$ cat config.mk
export PLATFORM = sky130hd
export DESIGN_NAME = ov5640_cfg_seq
export DESIGN_NICKNAME = d
export VERILOG_FILES = /design/src/rtl/ov5640_cfg_seq.sv
export SDC_FILE = /design/constraint.sdc
export NUM_CORES = 1
export LEC_CHECK = 0
export ABC_AREA = 1
export CAP_MARGIN = 20
export CORE_ASPECT_RATIO = 0.6
export CORE_UTILIZATION = 57
export DETAILED_ROUTE_END_ITERATION = 8
export HOLD_SLACK_MARGIN = 0.06
export PLACE_DENSITY = 0.84
export SLEW_MARGIN = 20
export SYNTH_ARGS = -nofsm -noshare
export SYNTH_HDL_FRONTEND = slang
export SYNTH_SLANG_ARGS = --single-unit
$ cat constraint.sdc
create_clock -name clk -period 4.9 [get_ports clk]
set_clock_uncertainty 0.15 [all_clocks]
set_input_delay 0.98 -clock clk [delete_from_list [all_inputs] [get_ports clk]]
set_output_delay 0.98 -clock clk [all_outputs]
set_load 0.02 [all_outputs]
$ cat src/rtl/ov5640_cfg_seq.sv
// OV5640 register-initialisation sequencer: power-up delay, chip-ID check, then
// streams every register-table ROM entry to the SCCB driver one transaction at a time.
module ov5640_cfg_seq #(
    parameter int unsigned REG_NUM  = 250,
    parameter int unsigned ADDR_W   = 8,
    parameter int unsigned PWR_DLY  = 20000,
    parameter int unsigned GAP      = 4,
    parameter logic [15:0] CHIP_ID  = 16'h5640,
    parameter int unsigned ID_RETRY = 3,
    parameter int unsigned TIMEOUT  = 4096
) (
    input  logic              clk,
    input  logic              rst_n,
    input  logic              cfg_start,
    input  logic              sccb_done,
    input  logic [7:0]        sccb_rd_data,
    output logic              sccb_exc,
    output logic              sccb_rw,
    output logic [23:0]       sccb_data,
    output logic [ADDR_W-1:0] tbl_addr,
    input  logic [23:0]       tbl_data,
    output logic              cfg_busy,
    output logic              cfg_done,
    output logic              cfg_err
);

    localparam int unsigned CNT_A   = (PWR_DLY > TIMEOUT) ? PWR_DLY : TIMEOUT;
    localparam int unsigned CNT_MAX = (CNT_A > GAP) ? CNT_A : GAP;
    localparam int unsigned CNT_W   = $clog2(CNT_MAX + 1);
    localparam int unsigned RTY_W   = $clog2(ID_RETRY + 1);

    typedef enum logic [3:0] {
        PWR_WAIT, ID_HI, ID_LO, ID_CHK, FETCH, ISSUE, WAIT, GAP_W, DONE, ERR
    } state_t;

    // What the transaction in flight is for, so WAIT knows where its result goes.
    typedef enum logic [1:0] {XFER_ID_HI, XFER_ID_LO, XFER_WR} xfer_t;

    state_t             state, state_nxt, ret_state, ret_nxt;
    xfer_t              xfer, xfer_nxt;
    logic [CNT_W-1:0]   cnt, cnt_nxt;
    logic [15:0]        id, id_nxt;
    logic [RTY_W-1:0]   retry, retry_nxt, retry_inc;
    logic [ADDR_W-1:0]  idx_nxt;
    logic               exc_nxt, rw_nxt, done_nxt, err_nxt;
    logic [23:0]        data_nxt;

    assign cfg_busy = (state != DONE) && (state != ERR);

    always_comb begin
        // NOTE: every *_nxt takes its held value first, so no path through this block infers a latch.
        state_nxt = state;
        ret_nxt   = ret_state;
        xfer_nxt  = xfer;
        cnt_nxt   = cnt;
        id_nxt    = id;
        retry_nxt = retry;
        idx_nxt   = tbl_addr;
        exc_nxt   = 1'b0;
        rw_nxt    = sccb_rw;
        data_nxt  = sccb_data;
        done_nxt  = cfg_done;
        err_nxt   = cfg_err;
        retry_inc = retry + RTY_W'(1);

        case (state)
            PWR_WAIT: begin
                if (cnt == CNT_W'(PWR_DLY - 1)) begin
                    cnt_nxt   = '0;
                    state_nxt = ID_HI;
                end else begin
                    cnt_nxt = cnt + CNT_W'(1);
                end
            end
            ID_HI: begin
                exc_nxt   = 1'b1;
                rw_nxt    = 1'b1;
                data_nxt  = {16'h300A, 8'h00};
                xfer_nxt  = XFER_ID_HI;
                cnt_nxt   = '0;
                state_nxt = WAIT;
            end
            ID_LO: begin
                exc_nxt   = 1'b1;
                rw_nxt    = 1'b1;
                data_nxt  = {16'h300B, 8'h00};
                xfer_nxt  = XFER_ID_LO;
                cnt_nxt   = '0;
                state_nxt = WAIT;
            end
            ID_CHK: begin
                if (id == CHIP_ID) begin
                    idx_nxt   = '0;
                    state_nxt = FETCH;
                end else begin
                    retry_nxt = retry_inc;
                    cnt_nxt   = '0;
                    if (retry_inc < RTY_W'(ID_RETRY)) begin
                        state_nxt = PWR_WAIT;
                    end else begin
                        err_nxt   = 1'b1;
                        state_nxt = ERR;
                    end
                end
            end
            FETCH: state_nxt = ISSUE;
            ISSUE: begin
                exc_nxt   = 1'b1;
                rw_nxt    = 1'b0;
                data_nxt  = tbl_data;
                xfer_nxt  = XFER_WR;
                cnt_nxt   = '0;
                state_nxt = WAIT;
            end
            WAIT: begin
                // A done coincident with our own exc pulse belongs to nothing we issued.
                if (sccb_done && !sccb_exc) begin
                    cnt_nxt = '0;
                    case (xfer)
                        XFER_ID_HI: begin
                            id_nxt[15:8] = sccb_rd_data;
                            ret_nxt      = ID_LO;
                            state_nxt    = GAP_W;
                        end
                        XFER_ID_LO: begin
                            id_nxt[7:0] = sccb_rd_data;
                            ret_nxt     = ID_CHK;
                            state_nxt   = GAP_W;
                        end
                        default: begin
                            if (tbl_addr == ADDR_W'(REG_NUM - 1)) begin
                                done_nxt  = 1'b1;
                                state_nxt = DONE;
                            end else begin
                                idx_nxt   = tbl_addr + ADDR_W'(1);
                                ret_nxt   = FETCH;
                                state_nxt = GAP_W;
                            end
                        end
                    endcase
                end else if (cnt == CNT_W'(TIMEOUT - 1)) begin
                    err_nxt   = 1'b1;
                    state_nxt = ERR;
                end else begin
                    cnt_nxt = cnt + CNT_W'(1);
                end
            end
            GAP_W: begin
                if (cnt == CNT_W'(GAP - 1)) begin
                    cnt_nxt   = '0;
                    state_nxt = ret_state;
                end else begin
                    cnt_nxt = cnt + CNT_W'(1);
                end
            end
            DONE, ERR: begin
                if (cfg_start) begin
                    done_nxt  = 1'b0;
                    err_nxt   = 1'b0;
                    retry_nxt = '0;
                    idx_nxt   = '0;
                    cnt_nxt   = '0;
                    state_nxt = PWR_WAIT;
                end
            end
            default: state_nxt = PWR_WAIT;
        endcase
    end

    // NOTE: sequential state uses non-blocking assignment so every flop samples pre-edge values.
    always_ff @(posedge clk or negedge rst_n) begin
        if (!rst_n) begin
            state     <= PWR_WAIT;
            ret_state <= PWR_WAIT;
            xfer      <= XFER_ID_HI;
            cnt       <= '0;
            id        <= '0;
            retry     <= '0;
            tbl_addr  <= '0;
            sccb_exc  <= 1'b0;
            sccb_rw   <= 1'b0;
            sccb_data <= '0;
            cfg_done  <= 1'b0;
            cfg_err   <= 1'b0;
        end else begin
            state     <= state_nxt;
            ret_state <= ret_nxt;
            xfer      <= xfer_nxt;
            cnt       <= cnt_nxt;
            id        <= id_nxt;
            retry     <= retry_nxt;
            tbl_addr  <= idx_nxt;
            sccb_exc  <= exc_nxt;
            sccb_rw   <= rw_nxt;
            sccb_data <= data_nxt;
            cfg_done  <= done_nxt;
            cfg_err   <= err_nxt;
        end
    end

endmodule

======== After elaboration in Yosys (flattened, before gate mapping) ========
Cells that the tools add are included.
word-level totals
  word-level logic and storage cells ...... 115
  bits of input ports ..................... 36
  register bits after elaboration ......... 79
  output and inout port bits .............. 37
cells by class
  add/subtract/negate cells ............... 3
  muxes and demuxes ....................... 42
  $lt $le $gt $ge ......................... 1
  reductions and logical operators ........ 24
  eq/ne operators ......................... 32
operator list
  operator                                                           count
  15-bit 2-to-1 mux                                                  6
  15-bit one-hot mux with 6 select lines                             1
  24-bit one-hot mux with 3 select lines                             1
  4-bit 2-to-1 mux                                                   10
  8-bit 2-to-1 mux                                                   5
  4-bit one-hot mux with 7 select lines                              1
  2-bit != test, second input constant                               12
  8-bit one-hot mux with 3 select lines                              1
  16-bit by 15-bit == test with 1-bit output, second input constant  1
  4-bit by 3-bit == test with 1-bit output, second input constant    4
  15-bit by 1-bit adder with 15-bit output, second input constant    1
  15-bit by 12-bit == test with 1-bit output, second input constant  1
  15-bit == test, second input constant                              1
  15-bit by 2-bit == test with 1-bit output, second input constant   1
  3-bit AND reduction                                                4
  6-bit AND reduction                                                2
  1-bit 2-to-1 mux                                                   9
  8-bit by 1-bit adder with 8-bit output, second input constant      1
  4-bit by 2-bit == test with 1-bit output, second input constant    2
  4-bit == test, second input constant                               2
  8-bit == test, second input constant                               1
  4-bit != test, second input constant                               2
  4-bit one-hot mux with 2 select lines                              1
  4-bit AND reduction                                                2
  21 further kinds                                                   30

======== Logic depth before layout (Yosys ltp) ========
  depth after elaboration ................. 5
  depth in mapped cells ................... 12

======== Worst setup path before layout ========
Ideal clock, no wire load.
  kind .................................... in2reg
  from .................................... input port sccb_done
  to ...................................... register tbl_addr[3]
  library setup time ...................... 0.119 ns
  stages .................................. 8
  data required time ...................... 4.631 ns
  slack ................................... 2.817 ns
  arrival ................................. 1.815 ns
  cells stage by stage .................... nand2_1 > o21ai_2 > nand2_4 > nor2_2 > nand2_4 > buf_6 > nand2_1 > o21ai_2
on the way
  longest elaborated chain between the ends .. 3
RTL lines
  item                                  line  text
  from (decl)                           15    input logic sccb_done,
  1-bit logical AND                     117   if (sccb_done && !sccb_exc) begin
  2-bit != test (no source line)        -
  6-bit AND reduction (no source line)  -
  to (signal assigned)                  192   tbl_addr <= idx_nxt;
  to (decl)                             20    output logic [ADDR_W-1:0] tbl_addr,
Every way passes these cells.
A chain may end at the register's enable or synchronous reset.

======== Worst setup path in the final report ========
  from .................................... input port sccb_done
  to ...................................... register cnt[13]
on the way
  longest elaborated chain between the ends .. 3
  elaborated cells between the ends (all ways) .. 5
  classes of those cells .................. eq/ne (1); mux (2); reduce/logical (2)
RTL lines
  item                                                                                  line  text
  1-bit logical AND (*)                                                                 117
  15-bit 2-to-1 mux / 3-bit != test (equally long branches)                             -
  15-bit one-hot mux with 6 select lines / 4-bit AND reduction (equally long branches)  -
  to (signal assigned)                                                                  189   cnt <= cnt_nxt;
  to (decl)                                                                             41    logic [CNT_W-1:0] cnt, cnt_nxt;
Mark *: on every way between the ends. The rest lies on a longest branch, timed or not.

==> summary.md <==
| Metric | Value |
|---|---|
| Clk_lat worst skew | `0.34 ns` |
| Fin worst setup slack | `around 2.0 ns` |
| Final GP Congestion | `around 0.95` |
| Die width | `113 um` |
| Effective utilization at floorplan | `61.0%` |
| Synthesized area | `4210 um^2` |
| Root buffer cell | `clkbuf_16` |
| Period utilization | `58.8%` |
| Total global-route track usage | `30.8%` |
| Vias in the first global route | `roughly 3700` |
| Worst R2R Path Depth | `6` |
| Slew at the pin closest to its max-slew limit | `0.993 ns` |
| Maxcap violations | `0` |
| Final min period | `~2.9 ns` |
| Largest net degree at the start of global routing | `about 80` |
| # resized after CTS | `0` |
| Synthesized Nets | `600` |
| Max-slew violations | `0` |
| Yosys warning total | `0` |
| Outcome | `completed` |
| Crit. End Element | `register` |
| Setup WS pre-CTS | `about 1.7 ns` |
| Crit path cell chain | `clkdlybuf4s50_1 -> nand2_1 -> nand3_1 -> nand2_1 -> nor2_2 -> nand3_1 -> nand2_1` |
| # clock sinks | `78` |
| DPL Wire Length | `7450 um` |
| Buffer count from post-CTS setup fixing | `0` |
| Setup Crit Path Kind | `in2reg` |
| Mean post-synth cell area | `between 7 and 8 um^2` |
| Gate Count Post-Synth | `560` |
| H-Tree Level Count | `3` |
| First-pass GRT wire length | `18100 um` |
| WP data arrival | `3.01 ns` |
| Max IR drop VDD | `0.326 mV` |
| Reg-to-Reg End | `sccb_data[5]$_DFFE_PN0P_` |
| Initial antenna violation count | `0` |
| Initial DRC count | `439` |
| Worst EP required | `~5 ns` |
| PD cells | `562 nW/um^2` |
| Critical Path Fanout Max | `21` |
| Final setup TNS | `0 ns` |
| CTS tree | `done` |
| DR WL/cell | `14.7 um` |
| Min-Delay Endpoint | `sccb_rw$_DFFE_PN0P_` |
| Worst r2r src | `state[3]$_DFFE_PN0P_` |
| Hold_buf cts | `0` |
| Flop2flop setup slack | `between 2 and 2.5 ns` |
| Largest area contributor in the netlist | `dfrtp_1` |
| Worst hold path class | `reg2reg` |
| Layout cells sized above 1 | `under 10%` |
| Worst slew margin | `between 30% and 40%` |
| Final net count | `669` |
| Setup Viol. Count Final | `0` |
| CP most frequent cell | `nand2_1` |
| Worst path slowest cell | `nor2_2` |
| P&R area growth vs syn | `25.4%` |
| F_max | `between 300 and 400 MHz` |
| FP Rows | `23` |
| Critical path launch point type | `primary input` |
| Clock tree buffer depth | `2` |
| I/O pin count | `73` |
| Via-per-instance ratio | `5.49` |
| Chip Height | `about 70 um` |
| RSZ-0062 raised after global routing | `no` |
| Final ANT Viol Nets | `0` |
| Seq/Total Area, Yosys | `46.3%` |
| CTS Buf Count | `9` |
| Antenna diode count | `0` |
| Clk slew on worst S/H paths | `0.06 ns` |
| Final wirelength | `10600 um` |
| Yosys top cell area share | `46.3%` |
| Die ar. | `7750 um^2` |
| Total core area | `6910 um^2` |
| Grt total ovfl | `0` |
| Total number of vias | `3960` |
| Seq cells post-synth | `78` |
| Pleak | `0.00259 uW` |
| Hold Violations, Final | `0` |
| IO buf count | `72` |
| Distinct cells, synth | `33` |
| Synth area leaders | `dfrtp_1 (46%), nand2_1 (15%), nand3_1 (7.2%)` |
| Slowest stage delay, CP | `0.64 ns` |
| DR pass1 iterations | `5` |
| Worst Hold Launch | `sccb_rw$_DFFE_PN0P_` |
| Hold depth | `2` |
| # DRC | `0` |
-- per-layer routing --
layer | wire length [um] | global-route usage (%)
met1 | 4750 | 40.6
met2 | 4670 | 49.2
met3 | 1050 | 8.65
met4 | 151 | 12.2
met5 | 0 | 0
-- worst max-delay path, delay by kind of cell --
| kind | cells | cell delay (ns) |
|---|---|---|
| and+or+nand+nor | 6 | 1.55 |
| buffers and inverters | 1 | 0.46 |
-- where the power goes --
part           total [uW]  switching, uW  leakage [uW]  internal, uW
Sequential            997            142       0.00102           854
Clock                 724            264      0.000160           461
Combinational        1250            815       0.00141           434
-- flip-flops by register name, indices dropped and copies added, names as in the netlist, 2 cells and up --
register	count
state	4
xfer	2
tbl_addr	8
sccb_data	24
retry	2
cnt	15
id	16
ret_state	3
-- worst max path at each step --
| stage | end | from | slack, ns |
|---|---|---|---|
| 2_1_floorplan | tbl_addr[3]$_DFFE_PN0P_ | sccb_done | 2.82 |
| 3_3_place_gp | cnt[9]$_DFFE_PN0P_ | sccb_done | 1.78 |
| 3_5_place_dp | cnt[14]$_DFFE_PN0P_ | sccb_done | 1.70 |
| 4_1_cts | cnt[1]$_DFFE_PN0P_ | sccb_done | 2.05 |
| 5_1_grt | cnt[13]$_DFFE_PN0P_ | sccb_done | 1.81 |
| 6_report | cnt[13]$_DFFE_PN0P_ | sccb_done | 2.02 |
-- placed cells by master (no fill, tap or decap), drive strengths merged --
master,count
a21oi,4
and2,1
and3,1
buf,1
bufinv,2
clkbuf,11
clkdlybuf4s50,71
clkinv,3
dfrtp,78
ha,4
inv,71
nand2,173
nand3,63
nand3b,1
nand4,11
nor2,55
nor3,2
o21a,1
o21ai,58
o22a,4
o22ai,1
or2,7
xnor2,1
xor2,10
-- cells by family after synthesis --
family / share of synthesized area (%)
buffers and inverters: 8.22
xor gates and xnor gates: 2.29
and+or+nand+nor: 32.8
adders and majority gates: 1.19
AOI/OAI and AO/OA: 9.14
DFF: 46.3
-- metrics by stage --
stage                     cells  hold WS, ns  utilization [%]  power, uW  area [um^2]
after floorplan             560        0.292                -       1790         4210
after global placement      705        0.308             71.8       2170         4960
after detailed placement    705        0.320             71.8       2230         4960
after CTS                   721        0.336             76.5       2970         5290
after global routing        721        0.358             76.5       3170         5290
final                       721        0.326             76.5       2970         5290
-- synth_stat cells, drive strengths merged --
library cell,count
nand3b,1
o22a,4
o21ai,58
nor2,55
xnor2,1
xor2,10
nand4,11
and2,1
ha,4
inv,71
dfrtp,78
nor3,2
nand2,173
clkbuf,4
a21oi,4
buf,10
or2,7
nand3,63
o21a,1
and3,1
o22ai,1
-- cell type report --
class / instances / area, um^2
sequential: 78 / 1950
timing repair buffer: 72 / 718
inverter: 71 / 267
fill: 488 / 1620
clock buffer: 11 / 243
multi-input combinational: 397 / 1920
tap: 87 / 109
clock inverter: 5 / 82.6
Note: power is estimated with default switching activity, not from simulation.
